### config.mk
export PLATFORM = sky130hd
export DESIGN_NAME = serial_adder
export DESIGN_NICKNAME = d
export VERILOG_FILES = /design/src/rtl/serial_adder_pkg.sv /design/src/rtl/serial_adder_fa_bit.sv /design/src/rtl/serial_adder.sv
export SDC_FILE = /design/constraint.sdc
export NUM_CORES = 1
export LEC_CHECK = 0
export BUFFER_PORTS_ARGS = -buffer_cell sky130_fd_sc_hd__buf_2
export CORE_MARGIN = 2
export CORE_UTILIZATION = 50
export DETAILED_ROUTE_END_ITERATION = 7
export MAX_ROUTING_LAYER = met4
export PLACE_DENSITY = 0.7
export SYNTH_ARGS = -nofsm -noshare
export SYNTH_HDL_FRONTEND = slang
export SYNTH_SLANG_ARGS = --single-unit
### constraint.sdc
create_clock -name clk -period 2.6 [get_ports clk]
set_input_delay 0.78 -clock clk [delete_from_list [all_inputs] [get_ports clk]]
set_output_delay 0.78 -clock clk [all_outputs]
set_load 0.02 [all_outputs]
### src/rtl/serial_adder_pkg.sv
// serial_adder_pkg: FSM state type and counter sizing shared by the serial adder files
package serial_adder_pkg;

    typedef enum logic [1:0] {
        IDLE = 2'd0,
        RUN  = 2'd1,
        DONE = 2'd2
    } state_t;

    localparam int DEF_WIDTH = 8;
    localparam int CNT_W = $clog2(DEF_WIDTH + 1);

    // Bit-counter width for an arbitrary operand width
    function automatic int cnt_w(int width);
        return $clog2(width + 1);
    endfunction

endpackage

### src/rtl/serial_adder_fa_bit.sv
// fa_bit: combinational one-bit full adder cell driven by the serial sequencer
module fa_bit (
    input  logic a,
    input  logic b,
    input  logic c,
    output logic s,
    output logic co
);

    assign s  = a ^ b ^ c;
    assign co = (a & b) | (c & (a ^ b));

endmodule

### src/rtl/serial_adder.sv
// serial_adder: bit-serial WIDTH-bit adder around one full-adder cell; SERIAL_ADDER_SUB_EN adds a subtract port
module serial_adder
    import serial_adder_pkg::*;
#(
    parameter int WIDTH = 8
) (
    input  logic             clk,
    input  logic             rst,
    input  logic             in_valid,
    output logic             in_ready,
    input  logic [WIDTH-1:0] a,
    input  logic [WIDTH-1:0] b,
    input  logic             cin,
`ifdef SERIAL_ADDER_SUB_EN
    input  logic             sub,
`endif
    output logic             out_valid,
    input  logic             out_ready,
    output logic [WIDTH-1:0] sum,
    output logic             cout
);

    localparam int CW = cnt_w(WIDTH);

    state_t           state;
    logic [WIDTH-1:0] a_sh;
    logic [WIDTH-1:0] b_sh;
    logic [WIDTH-1:0] b_ld;
    logic             c_ld;
    logic             carry;
    logic [CW-1:0]    cnt;
    logic             s;
    logic             co;

`ifdef SERIAL_ADDER_SUB_EN
    assign b_ld = sub ? ~b : b;
    assign c_ld = cin | sub;
`else
    assign b_ld = b;
    assign c_ld = cin;
`endif

    assign in_ready  = (state == IDLE);
    assign out_valid = (state == DONE);

    fa_bit u_fa (
        .a (a_sh[0]),
        .b (b_sh[0]),
        .c (carry),
        .s (s),
        .co(co)
    );

    // Sequencer: load operands, shift one bit per cycle through the cell, hold result until taken
    always_ff @(posedge clk) begin
        if (rst) begin
            state <= IDLE;
            sum   <= '0;
            cout  <= 1'b0;
            carry <= 1'b0;
            cnt   <= '0;
            a_sh  <= '0;
            b_sh  <= '0;
        end else begin
            case (state)
                IDLE: if (in_valid) begin
                    state <= RUN;
                    a_sh  <= a;
                    b_sh  <= b_ld;
                    carry <= c_ld;
                    cnt   <= '0;
                end
                RUN: begin
                    carry <= co;
                    sum   <= (sum >> 1) | (WIDTH'(s) << (WIDTH - 1));
                    a_sh  <= a_sh >> 1;
                    b_sh  <= b_sh >> 1;
                    cnt   <= cnt + CW'(1);
                    if (cnt == CW'(WIDTH - 1)) begin
                        state <= DONE;
                        cout  <= co;
                    end
                end
                DONE: if (out_ready) state <= IDLE;
                default: state <= IDLE;
            endcase
        end
    end

endmodule
[Word level (Yosys, flattened, before mapping)]
Index checks and enable logic that the tools add are counted.
Word-level totals
  flip-flop bits (word level): 32
  output and inout bits: 11
Operators by class
  $add $sub $neg: 1
  equal/unequal tests: 6
  mux-type cells: 12
  bitwise operators: 6
  reductions and logical operators: 5
Operator list (number)
  8-bit one-hot mux with 2 select lines: 2
  8-bit 2-to-1 mux: 2
  7-bit by 8-bit bitwise OR with 8-bit output: 1
  4-bit one-hot mux with 2 select lines: 1
  2-bit 2-to-1 mux: 3
  2-bit one-hot mux with 3 select lines: 1
  4-bit by 1-bit adder with 4-bit output, second input constant: 1
  4-bit by 3-bit equality test with 1-bit output, second input constant: 1
  4-bit 2-to-1 mux: 1
  2-bit inequality test, second input constant: 2
  2-bit AND reduction: 2
  3-bit AND reduction: 1
  1-bit bitwise AND: 2
  2-bit by 1-bit equality test with 1-bit output, second input constant: 1
  2-bit equality test, second input constant: 1
  2-bit logical NOT: 1
  2-bit by 1-bit inequality test with 1-bit output, second input constant: 1
  1-bit one-hot mux with 2 select lines: 1
  2-bit nonzero test: 1
  1-bit bitwise XOR: 2
  1-bit 2-to-1 mux: 1
  1-bit bitwise OR: 1

[Logic depth before layout (Yosys ltp)]
Gate-level depths: netlist of run 1.
  depth after elaboration: 4
  mapped depth: 5
  gate-level depth less buffers: 4

[Cells and area by module]
A second synthesis of run 1 with hierarchy kept.
Second synthesis, totals
  cell total of the unflattened synthesis: 166
  area, all modules: 1443.9 um^2
Modules (own cells, without submodules)
  serial_adder: instances 1, cells each 165, area an instance 1423.9 um^2, seq. area each 640.6 um^2
  fa_bit: instances 1, cells each 1, area an instance 20.0 um^2, seq. area each 0.0 um^2

[Worst setup path after synthesis of run 1]
No wires, ideal clock.
  kind: register -> output
  from: register state[1]
  to: output port in_ready
  arrival: 1015 ps
  data required time: 1820 ps
  setup slack: 805 ps
  cell stages (with the launch flop): 5
  path through: dfxtp_1 buf_6 buf_2 buf_2 nor2_1
Between the ends
  word-level cells in the longest chain between the ends: 1
RTL lines
  start, declared: line serial_adder.sv:25  | state_t state;
  start signal, assigned: line serial_adder.sv:57  | state <= IDLE;
  start signal, assigned: line serial_adder.sv:67  | state <= RUN;
  start signal, assigned: line serial_adder.sv:80  | state <= DONE;
  2-bit logical NOT: line serial_adder.sv:43  | assign in_ready = (state == IDLE);
  end, declared: line serial_adder.sv:10  | output logic in_ready,
No other way between the ends.

[Final worst setup path of run 1]
  from: register state[1]
  to: output port out_valid
Between the ends
  word-level cells in the longest chain between the ends: 1
RTL lines
  2-bit equality test: line serial_adder.sv:44  | assign out_valid = (state == DONE);
  end, declared: line serial_adder.sv:17  | output logic out_valid,
No other way between the ends.

==> results of run 1 <==
critical path: stages, from the launching register on:
cell and delay (ns):
dfxtp_1 0.63, nor2b_1 0.23, buf_2 0.19
state kept, by name (all words and copies together) (netlist names):
signal and cells:
carry 1, b_sh 8, sum 8, a_sh 8
cnt 4, state 2, cout 1
synthesized netlist by cell type (2+ instances only):
master	instances
a21oi_1	37
dfxtp_1	32
nor2_1	24
nand2_1	20
inv_1	16
o221a_2	15
buf_2	8
clkbuf_1	7
nor2b_1	5
o22a_1	5
nand3_1	3
a22oi_1	2
o22ai_1	2
report_power, final:
part | switching, mW | internal [mW]
Sequential | 0.0232 | 0.518
Combinational | 0.0762 | 0.0638
Clock | 0.163 | 0.133
logic make-up (layout without fill, tap and decap cells):
| group | count (synthesis) | after routing |
|---|---|---|
| flip-flops | 32 | 32 |
| multiplexers | 1 | 1 |
| adder cells (fa/ha/maj) | 2 | 2 |
| buffers and inverters | 32 | 57 |
| AND/OR/NAND/NOR | 59 | 59 |
| AO/OA/AOI/OAI | 66 | 66 |
routing by layer:
metal  wire length (um)  track usage (%)  vias to the layer above  share of wire (%)
li1                   -                -                      713                  -
met1               1600             27.1                      661                 48
met2               1480             31.2                       34                 44
met3                194             6.93                        7                5.8
met4                 53             7.62                        0                1.6
met5                  0                -                        -                  0
area by class of cell:
class | instances | area, um2 | share of cell area [%]
sequential | 32 | 641 | 36.8
multi-input combinational | 128 | 772 | 44.3
inverter | 16 | 60.1 | 3.45
tap | 33 | 41.3 | 2.37
clock buffer | 8 | 58.8 | 3.37
timing repair buffer | 33 | 170 | 9.76
per-stage QoR:
stage / power (mW) / setup WS [ns] / utilization [%]
3_5_place_dp: 0.692 / 0.620 / 56.1
4_1_cts: 0.987 / 0.455 / 58.0
2_1_floorplan: 0.652 / 0.805 / -
6_report: 0.977 / 0.446 / 58.0
5_1_grt: 1.03 / 0.362 / 58.0
3_3_place_gp: 0.684 / 0.680 / 56.1
path summary, 6_finish.rpt:
| check | to | start |
|---|---|---|
| min reg2reg | sum[0] | sum[0] |
| max | out_valid | state[1] |
| min | sum[0] | sum[0] |
| max reg2reg | cnt[3] | state[0] |
==> flow_summary.json, run 1 <==
{
  "first_pass_grt_wire_length_um": 5450,
  "hold_depth": 2,
  "drc": 0,
  "synth_enable_flop_cells": 0,
  "design_area_um2": 1740,
  "detail-route-antenna-nets": 0,
  "min_path_type": "reg2reg",
  "synthAdderAreaFrac_pct": 2.10,
  "clock_tree.buffer_depth": 2,
  "clock_tree.root_cell": "clkbuf_4",
  "synth-seq-cells": 32,
  "critPathCaptureType": "output port",
  "grt_pass1_vias": 1175,
  "clock-skew-final_ns": 0.00524,
  "dp_cells": 242,
  "layout.nets": 239,
  "effective_utilization_at_floorplan_pct": 51.6,
  "gr-usage-all-layers_pct": 21.2,
  "drt_iter0_markers": 93,
  "wirelength_per_cell_um": 13.3,
  "grt_antenna_before_repair": 0,
  "cts_made_buffers": 5,
  "crit_path_max_fanout": 15,
  "fmaxAchievable_mhz": 464,
  "grt-ovfl-total": 0,
  "fillCellCount": 284,
  "holdBufCountCts": 0,
  "rsz0062_at_grt": "no",
  "timing_hold_violations_final": 0,
  "synthCells": 192,
  "synth_top_family_by_area": "compound AO/OA/AOI/OAI gates",
  "ctsHtreeMaxLevel": 2,
  "synth.lib_cells_used.distinct": 29,
  "routed_wirelength_um": 3330,
  "grt_max_degree": 34,
  "detailedRoute.firstPassIterationCount": 4,
  "yosys.area.top_type": "dfxtp_1",
  "die_height_um": 59.7,
  "final-instance-count-excl-fill": 250,
  "post_cts_buffers": 0,
  "fp.dieW_um": 59.7,
  "yosys.area_share.xor_xnor_pct": 0,
  "crit_type": "reg2out",
  "die_outline_area_um2": 3560,
  "numClockSinks": 32,
  "yosys-mux-area-fraction_pct": 0.646,
  "final.period_utilization_pct": 82.8,
  "hpwl_um": 2190,
  "synth_async_sr_flop_share_pct": 0,
  "synth_compound_gate_area_share_pct": 29.8,
  "post_route_cells_drive_above_1_share_pct": 26.3,
  "final_cell_mix": "37 x a21oi_1, 32 x dfxtp_1, 31 x buf_2",
  "vias_per_cell": 5.66,
  "detailed_place.area_um2": 1680,
  "power.leakage_nw": 0.755,
  "timing.final.setup_violations": 0,
  "ys_warn_count": 0,
  "outcome": "completed",
  "finalSetupTns_ns": 0,
  "ir_drop_uv": 334,
  "area_growth_pct": 12.4,
  "worstSetupStartpointType": "register",
  "std_cell_rows": 20,
  "post_synth_instance_area_um2": 1550,
  "worst_ep_required_time_ns": 1.82,
  "finalWeightedCongestion": 0.770,
  "synth.net_count": 215,
  "seq_area_frac_synth_pct": 41.3,
  "clkLatencyLatePin_ns": 0.33,
  "antenna-diode-count": 0,
  "synthSimpleGateAreaFrac_pct": 17.3,
  "timing.max_slew.rel_slack_pct": 60.8,
  "cts_resized": 0,
  "slew_violations": 0,
  "mostFrequentLayoutCell": "a21oi_1",
  "core_area_um2": 3000,
  "max-cap-violations": 0,
  "timing.reg2reg.worst_path_depth": 4,
  "detailroute.via_count": 1415,
  "netlist_top_cells_area": "dfxtp_1 41%, a21oi_1 12%, o221a_2 11%, nor2_1 5.8%, nand2_1 4.8%",
  "tritoncts_clock_tree": "built",
  "yosys.area.top_type_share_pct": 41.3,
  "syn-mean-instance-area_um2": 8.07,
  "num_io_pins": 32,
  "worst-slew-pin-transition_ns": 0.589,
  "postSynth.topFlopCell": "dfxtp_1",
  "worst_setup_hold_path_clk_slew_ns": 0.09,
  "powerDensity_nw_per_um2": 560,
  "fin_crit_ns": 2.15,
  "reg2reg_setup_slack_ns": 1.09,
  "place.port_buffers": 31,
  "hold-worst-slack_ns": 0.465,
  "worstPathArrival_ns": 1.37
}
No activity file was read; power rests on OpenSTA's default activity.
==> run 2: changes to the inputs <==
--- a/config.mk
+++ b/config.mk
@@ -7,7 +7,7 @@
 export LEC_CHECK = 0
 export BUFFER_PORTS_ARGS = -buffer_cell sky130_fd_sc_hd__buf_2
 export CORE_MARGIN = 2
-export CORE_UTILIZATION = 50
+export CORE_UTILIZATION = 48
 export DETAILED_ROUTE_END_ITERATION = 7
 export MAX_ROUTING_LAYER = met4
 export PLACE_DENSITY = 0.7
==> constraint.sdc (replaced) <==
create_clock -name clk -period 1.8 [get_ports clk]
set_input_delay 0.54 -clock clk [delete_from_list [all_inputs] [get_ports clk]]
set_output_delay 0.54 -clock clk [all_outputs]
set_load 0.02 [all_outputs]
==> run 2 against run 1 <==
  * Critical path depth increased by 1
  * Register-to-register slack got worse by 0.64 ns
  * Sequential power increased by 45%
  * Largest power group unchanged
  * Critical endpoint is now in_ready
  * Die area increased by 3.9%
  * Global-route usage increased by 1.3 points
  * Setup slack got worse by 0.34 ns
  * Critical path type unchanged
==> flow_summary.json, run 2 (synthesis gave the netlist of run 1 again) <==
{
  "outcome": "completed",
  "max-cap-violations": 0,
  "numClockSinks": 32,
  "cp_num_buf_inv": 2,
  "ir_drop_uv": 559,
  "cpPeakStageDelay_ns": 0.36,
  "detailedRoute.firstPassIterationCount": 4,
  "hold-worst-slack_ns": 0.461,
  "antenna-diode-count": 0,
  "std_cell_rows": 20,
  "layout.nets": 242,
  "timing.final.setup_violations": 0,
  "worst_setup_hold_path_clk_slew_ns": 0.09,
  "grt_pass1_vias": 1387,
  "gr-usage-all-layers_pct": 22.4,
  "detail-route-antenna-nets": 0,
  "final.period_utilization_pct": 94.1,
  "cts_made_buffers": 5,
  "cp_top_family": "flip-flops",
  "finalSetupTns_ns": 0,
  "final_cell_mix": "37 x a21oi_1, 31 x dfxtp_1, 31 x buf_2",
  "ctsHtreeMaxLevel": 2,
  "hpwl_um": 2470,
  "worstPathArrival_ns": 1.15,
  "place_ws_ns": 0.252,
  "clock-skew-final_ns": 0.00722,
  "tritoncts_clock_tree": "built",
  "crit_path_cell_trace": "buf_12 -> nor2_1 -> buf_2",
  "drc": 0,
  "fp.dieW_um": 60.8,
  "timing.max_slew.rel_slack_pct": 69.5,
  "crit_type": "reg2out",
  "slew_violations": 0,
  "first_pass_grt_wire_length_um": 5980,
  "core_area_um2": 3050,
  "clock_tree.root_cell": "clkbuf_4",
  "detailroute.via_count": 1456,
  "wirelength_per_cell_um": 13.3,
  "num_io_pins": 32,
  "clkLatencyLatePin_ns": 0.34,
  "fin_crit_ns": 1.69,
  "power.leakage_nw": 0.791,
  "final_critical_path_setup_slack_ns": 0.106,
  "timing_hold_violations_final": 0,
  "clock_tree.buffer_depth": 2,
  "post_route_cells_drive_above_1_share_pct": 28.6,
  "crit_path_max_fanout": 31,
  "grt-ovfl-total": 0,
  "place.port_buffers": 31,
  "die_outline_area_um2": 3700,
  "drt_iter0_markers": 66,
  "multiInputGateArea_um2": 772,
  "rsz0062_at_grt": "no",
  "crit_slowest_cell": "dfxtp_2",
  "grt_max_degree": 32,
  "routed_wirelength_um": 3520,
  "vias_per_cell": 5.52,
  "fillCellCount": 290,
  "effective_utilization_at_floorplan_pct": 50.8,
  "powerDensity_nw_per_um2": 883,
  "worst_ep_required_time_ns": 1.26,
  "die_height_um": 60.8,
  "finalWeightedCongestion": 0.754,
  "grt_antenna_before_repair": 0,
  "worst-slew-pin-transition_ns": 0.457,
  "fmaxAchievable_mhz": 590,
  "regArea_um2": 642,
  "post_cts_buffers": 0,
  "worstSetupStartpointType": "register",
  "reg.largest.list": "a_sh (8), b_sh (8), sum (8)",
  "critPathCaptureType": "output port",
  "min_path_type": "reg2reg",
  "area_growth_pct": 18.0,
  "mostFrequentLayoutCell": "a21oi_1"
}
## run 2: worst min-delay path, stage by stage, from the launching register on
cell and delay [ns]:
dfxtp_1 0.32, nand2_1 0.05, a21oi_1 0.05
## run 2: final cells by class
| cell class | instances | area share [%] |
|---|---|---|
| tap | 44 | 3.01 |
| inverter | 16 | 3.28 |
| sequential | 32 | 35.1 |
| timing repair buffer | 36 | 11.2 |
| multi-input combinational | 128 | 42.2 |
| clock buffer | 7 | 3.56 |
| clock inverter | 1 | 1.64 |
## run 2: final timing paths
| kind | start | end | slack (ns) | cells past startpoint |
|---|---|---|---|---|
| min reg2reg | sum[0] | sum[0] | 0.46 | 2 |
| max | state[1] | in_ready | 0.11 | 3 |
| max reg2reg | state[0] | cnt[1] | 0.45 | 4 |
| min | sum[0] | sum[0] | 0.46 | 2 |
## run 2: routing by layer
metal	track usage (%)	vias to the layer above	part of all wire (%)
li1	-	719	-
met1	26.4	699	46
met2	35.5	32	49
met3	6.82	6	4.2
met4	9.32	0	1.3
met5	-	-	0
## run 2: repair_timing
item,CTS,global route
resized for setup,0,1
endpoints found under the setup margin,0,1
endpoints found under the hold margin,0,0
hold buffers,0,0
## run 2: power by group
part	internal [mW]	total (mW)	switching, mW
registers	0.748	0.785	0.0367
logic	0.0969	0.206	0.109
clock network	0.369	0.625	0.256
total	1.21	1.62	0.402
## run 2: stage by stage
step	power, mW	instances	utilization, %	instance area [um2]
2_1_floorplan	0.942	192	-	1550
3_3_place_gp	0.995	256	56.8	1730
3_5_place_dp	1.01	256	56.8	1730
4_1_cts	1.63	264	59.9	1830
5_1_grt	1.70	264	59.9	1830
6_report	1.62	264	59.9	1830
==> run 3: changes to the inputs <==
--- a/config.mk
+++ b/config.mk
@@ -5,12 +5,13 @@
 export SDC_FILE = /design/constraint.sdc
 export NUM_CORES = 1
 export LEC_CHECK = 0
+export ABC_AREA = 1
 export BUFFER_PORTS_ARGS = -buffer_cell sky130_fd_sc_hd__buf_2
 export CORE_MARGIN = 2
 export CORE_UTILIZATION = 48
 export DETAILED_ROUTE_END_ITERATION = 7
 export MAX_ROUTING_LAYER = met4
-export PLACE_DENSITY = 0.7
+export PLACE_DENSITY = 0.71
 export SYNTH_ARGS = -nofsm -noshare
 export SYNTH_HDL_FRONTEND = slang
 export SYNTH_SLANG_ARGS = --single-unit
==> run 3 against run 2 <==
  * Critical path depth unchanged
  * Sequential share of layout area increased by 2.2 points
  * Cell count increased by 6.4%
  * Die area decreased by 3.7%
  * Register-to-register slack improved by 0.08 ns
  * Area after synthesis decreased by 4.0%
  * First-iteration DRC count increased by 35%
  * Critical endpoint is now out_valid
==> flow_summary.json, run 3 <==
{
  "drc": 0,
  "synth_compound_gate_area_share_pct": 6.39,
  "timing.reg2reg.worst_path_depth": 7,
  "seq_area_frac_synth_pct": 43.0,
  "vias_per_cell": 4.84,
  "synth_async_sr_flop_share_pct": 0,
  "netlist_top_cells_area": "dfxtp_1 43%, nand2_1 12%, nor2_1 12%, nand3_1 9.4%, inv_1 5.3%",
  "yosys.area_share.xor_xnor_pct": 0,
  "post_route_cells_drive_above_1_share_pct": 21.0,
  "slew_violations": 0,
  "wirelength_per_cell_um": 10.9,
  "synth.net_count": 239,
  "grt_pass1_vias": 1224,
  "min_path_type": "in2reg",
  "ir_drop_uv": 521,
  "ctsHtreeMaxLevel": 2,
  "routed_wirelength_um": 3060,
  "detail-route-antenna-nets": 0,
  "cts_resized": 0,
  "synth_top_family_by_area": "simple AND/OR/NAND/NOR gates",
  "numClockSinks": 32,
  "grt-ovfl-total": 0,
  "powerDensity_nw_per_um2": 908,
  "fillCellCount": 314,
  "post_synth_most_frequent_cells": "48 x nand2_1, 46 x nor2_1, 32 x dfxtp_1",
  "synth-seq-cells": 32,
  "place.port_buffers": 31,
  "tritoncts_clock_tree": "built",
  "drt_iter0_markers": 89,
  "clock_tree.buffer_depth": 2,
  "fmaxAchievable_mhz": 593,
  "reg.largest.list": "a_sh (8), b_sh (8), sum (8)",
  "worstPathArrival_ns": 1.14,
  "gr-usage-all-layers_pct": 19.7,
  "hold_depth": 3,
  "post_cts_buffers": 0,
  "hold-worst-slack_ns": 0.441,
  "yosys.area.top_type_share_pct": 43.0,
  "crit_path_max_fanout": 3,
  "max-cap-violations": 0,
  "fin_crit_ns": 1.68,
  "core_area_um2": 3000,
  "hpwl_um": 2150,
  "detailedRoute.firstPassIterationCount": 4,
  "finalWeightedCongestion": 0.786,
  "finalSetupTns_ns": 0,
  "crit_type": "reg2out",
  "final.period_utilization_pct": 93.6,
  "ys_warn_count": 0,
  "antenna-diode-count": 0,
  "critPathCaptureType": "output port",
  "detailroute.via_count": 1361,
  "grt_antenna_before_repair": 0,
  "cts_made_buffers": 5,
  "effective_utilization_at_floorplan_pct": 49.6,
  "power.leakage_nw": 0.849,
  "regArea_um2": 642,
  "worst_setup_hold_path_clk_slew_ns": 0.10,
  "mostFrequentLayoutCell": "nand2_1",
  "final_cell_mix": "48 x nand2_1, 46 x nor2_1, 31 x dfxtp_1, 31 x buf_2, 28 x nand3_1",
  "first_pass_grt_wire_length_um": 5080,
  "synthAdderAreaFrac_pct": 2.18,
  "synth.most_common_cell": "nand2_1",
  "multiInputGateArea_um2": 679,
  "grt_max_degree": 23,
  "holdBufCountCts": 0,
  "area_growth_pct": 15.7,
  "syn-mean-instance-area_um2": 6.89,
  "synth.lib_cells_used.distinct": 18,
  "post_synth_instance_area_um2": 1490,
  "timing.final.setup_violations": 0,
  "synthSimpleGateAreaFrac_pct": 37.1,
  "synthCells": 216,
  "die_height_um": 59.7,
  "worst-slew-pin-transition_ns": 0.464,
  "postSynth.topFlopCell": "dfxtp_1",
  "clock-skew-final_ns": 0.00884,
  "die_outline_area_um2": 3560,
  "rsz0062_at_grt": "no",
  "std_cell_rows": 20,
  "timing.max_slew.rel_slack_pct": 69.1,
  "worstSetupStartpointType": "register",
  "clkLatencyLatePin_ns": 0.34,
  "clock_tree.root_cell": "clkbuf_4",
  "yosys.area.top_type": "dfxtp_1",
  "fp.dieW_um": 59.7,
  "worst_ep_required_time_ns": 1.26,
  "timing_hold_violations_final": 0,
  "layout.nets": 270,
  "synth_enable_flop_cells": 0,
  "reg2reg_setup_slack_ns": 0.53,
  "num_io_pins": 32,
  "yosys-mux-area-fraction_pct": 0,
  "outcome": "completed"
}
run 3: worst paths after layout:
kind	from	to
setup reg to reg	state[0]	cnt[3]
hold reg to reg	cout	cout
hold / removal	a[7]	a_sh[7]
setup / recovery	state[1]	out_valid
run 3: metrics by stage:
stage / worst slack [ns] / cells / power, mW / utilization (%) / cell area [um2]
5_1_grt: 0.0445 / 281 / 1.65 / 57.4 / 1720
2_1_floorplan: 0.451 / 216 / 0.973 / - / 1490
4_1_cts: 0.0246 / 281 / 1.58 / 57.3 / 1720
3_3_place_gp: 0.395 / 273 / 1.04 / 54.8 / 1650
6_report: 0.115 / 281 / 1.56 / 57.4 / 1720
3_5_place_dp: 0.358 / 273 / 1.04 / 54.8 / 1650
run 3: final cells by class:
cell class                 instances  share of cell area, %
clock buffer                       6                   2.40
sequential                        32                   37.3
multi-input combinational        150                   39.4
inverter                          23                   5.01
tap                               33                   2.40
timing repair buffer              35                   11.5
clock inverter                     2                   2.03
run 3: logic make-up after synthesis:
logic type,Yosys count
AO/OA/AOI/OAI,19
adder cells (fa/ha/maj),2
buffers and inverters,34
flip-flops,32
AND/OR/NAND/NOR,129
run 3: power by group:
group | leakage (nW) | internal, mW | switching [mW] | total, mW
Sequential | 0.263 | 0.753 | 0.0293 | 0.782
Combinational | 0.544 | 0.0927 | 0.147 | 0.240
Clock | 0.0422 | 0.291 | 0.252 | 0.543
run 3: critical path, cell delays in order (launching register included):
cell and delay (ns):
dfxtp_2 0.38, inv_2 0.08, nor2_1 0.15, buf_2 0.19
run 3: per-layer routing:
| layer | share of wire, % | routed length [um] | track usage [%] | up-vias |
|---|---|---|---|---|
| met5 | 0 | 0 | - | - |
| met1 | 48 | 1490 | 23.8 | 592 |
| li1 | - | - | - | 727 |
| met4 | 1.8 | 56 | 8.57 | 0 |
| met2 | 43 | 1310 | 30.4 | 36 |
| met3 | 7.0 | 214 | 6.06 | 6 |
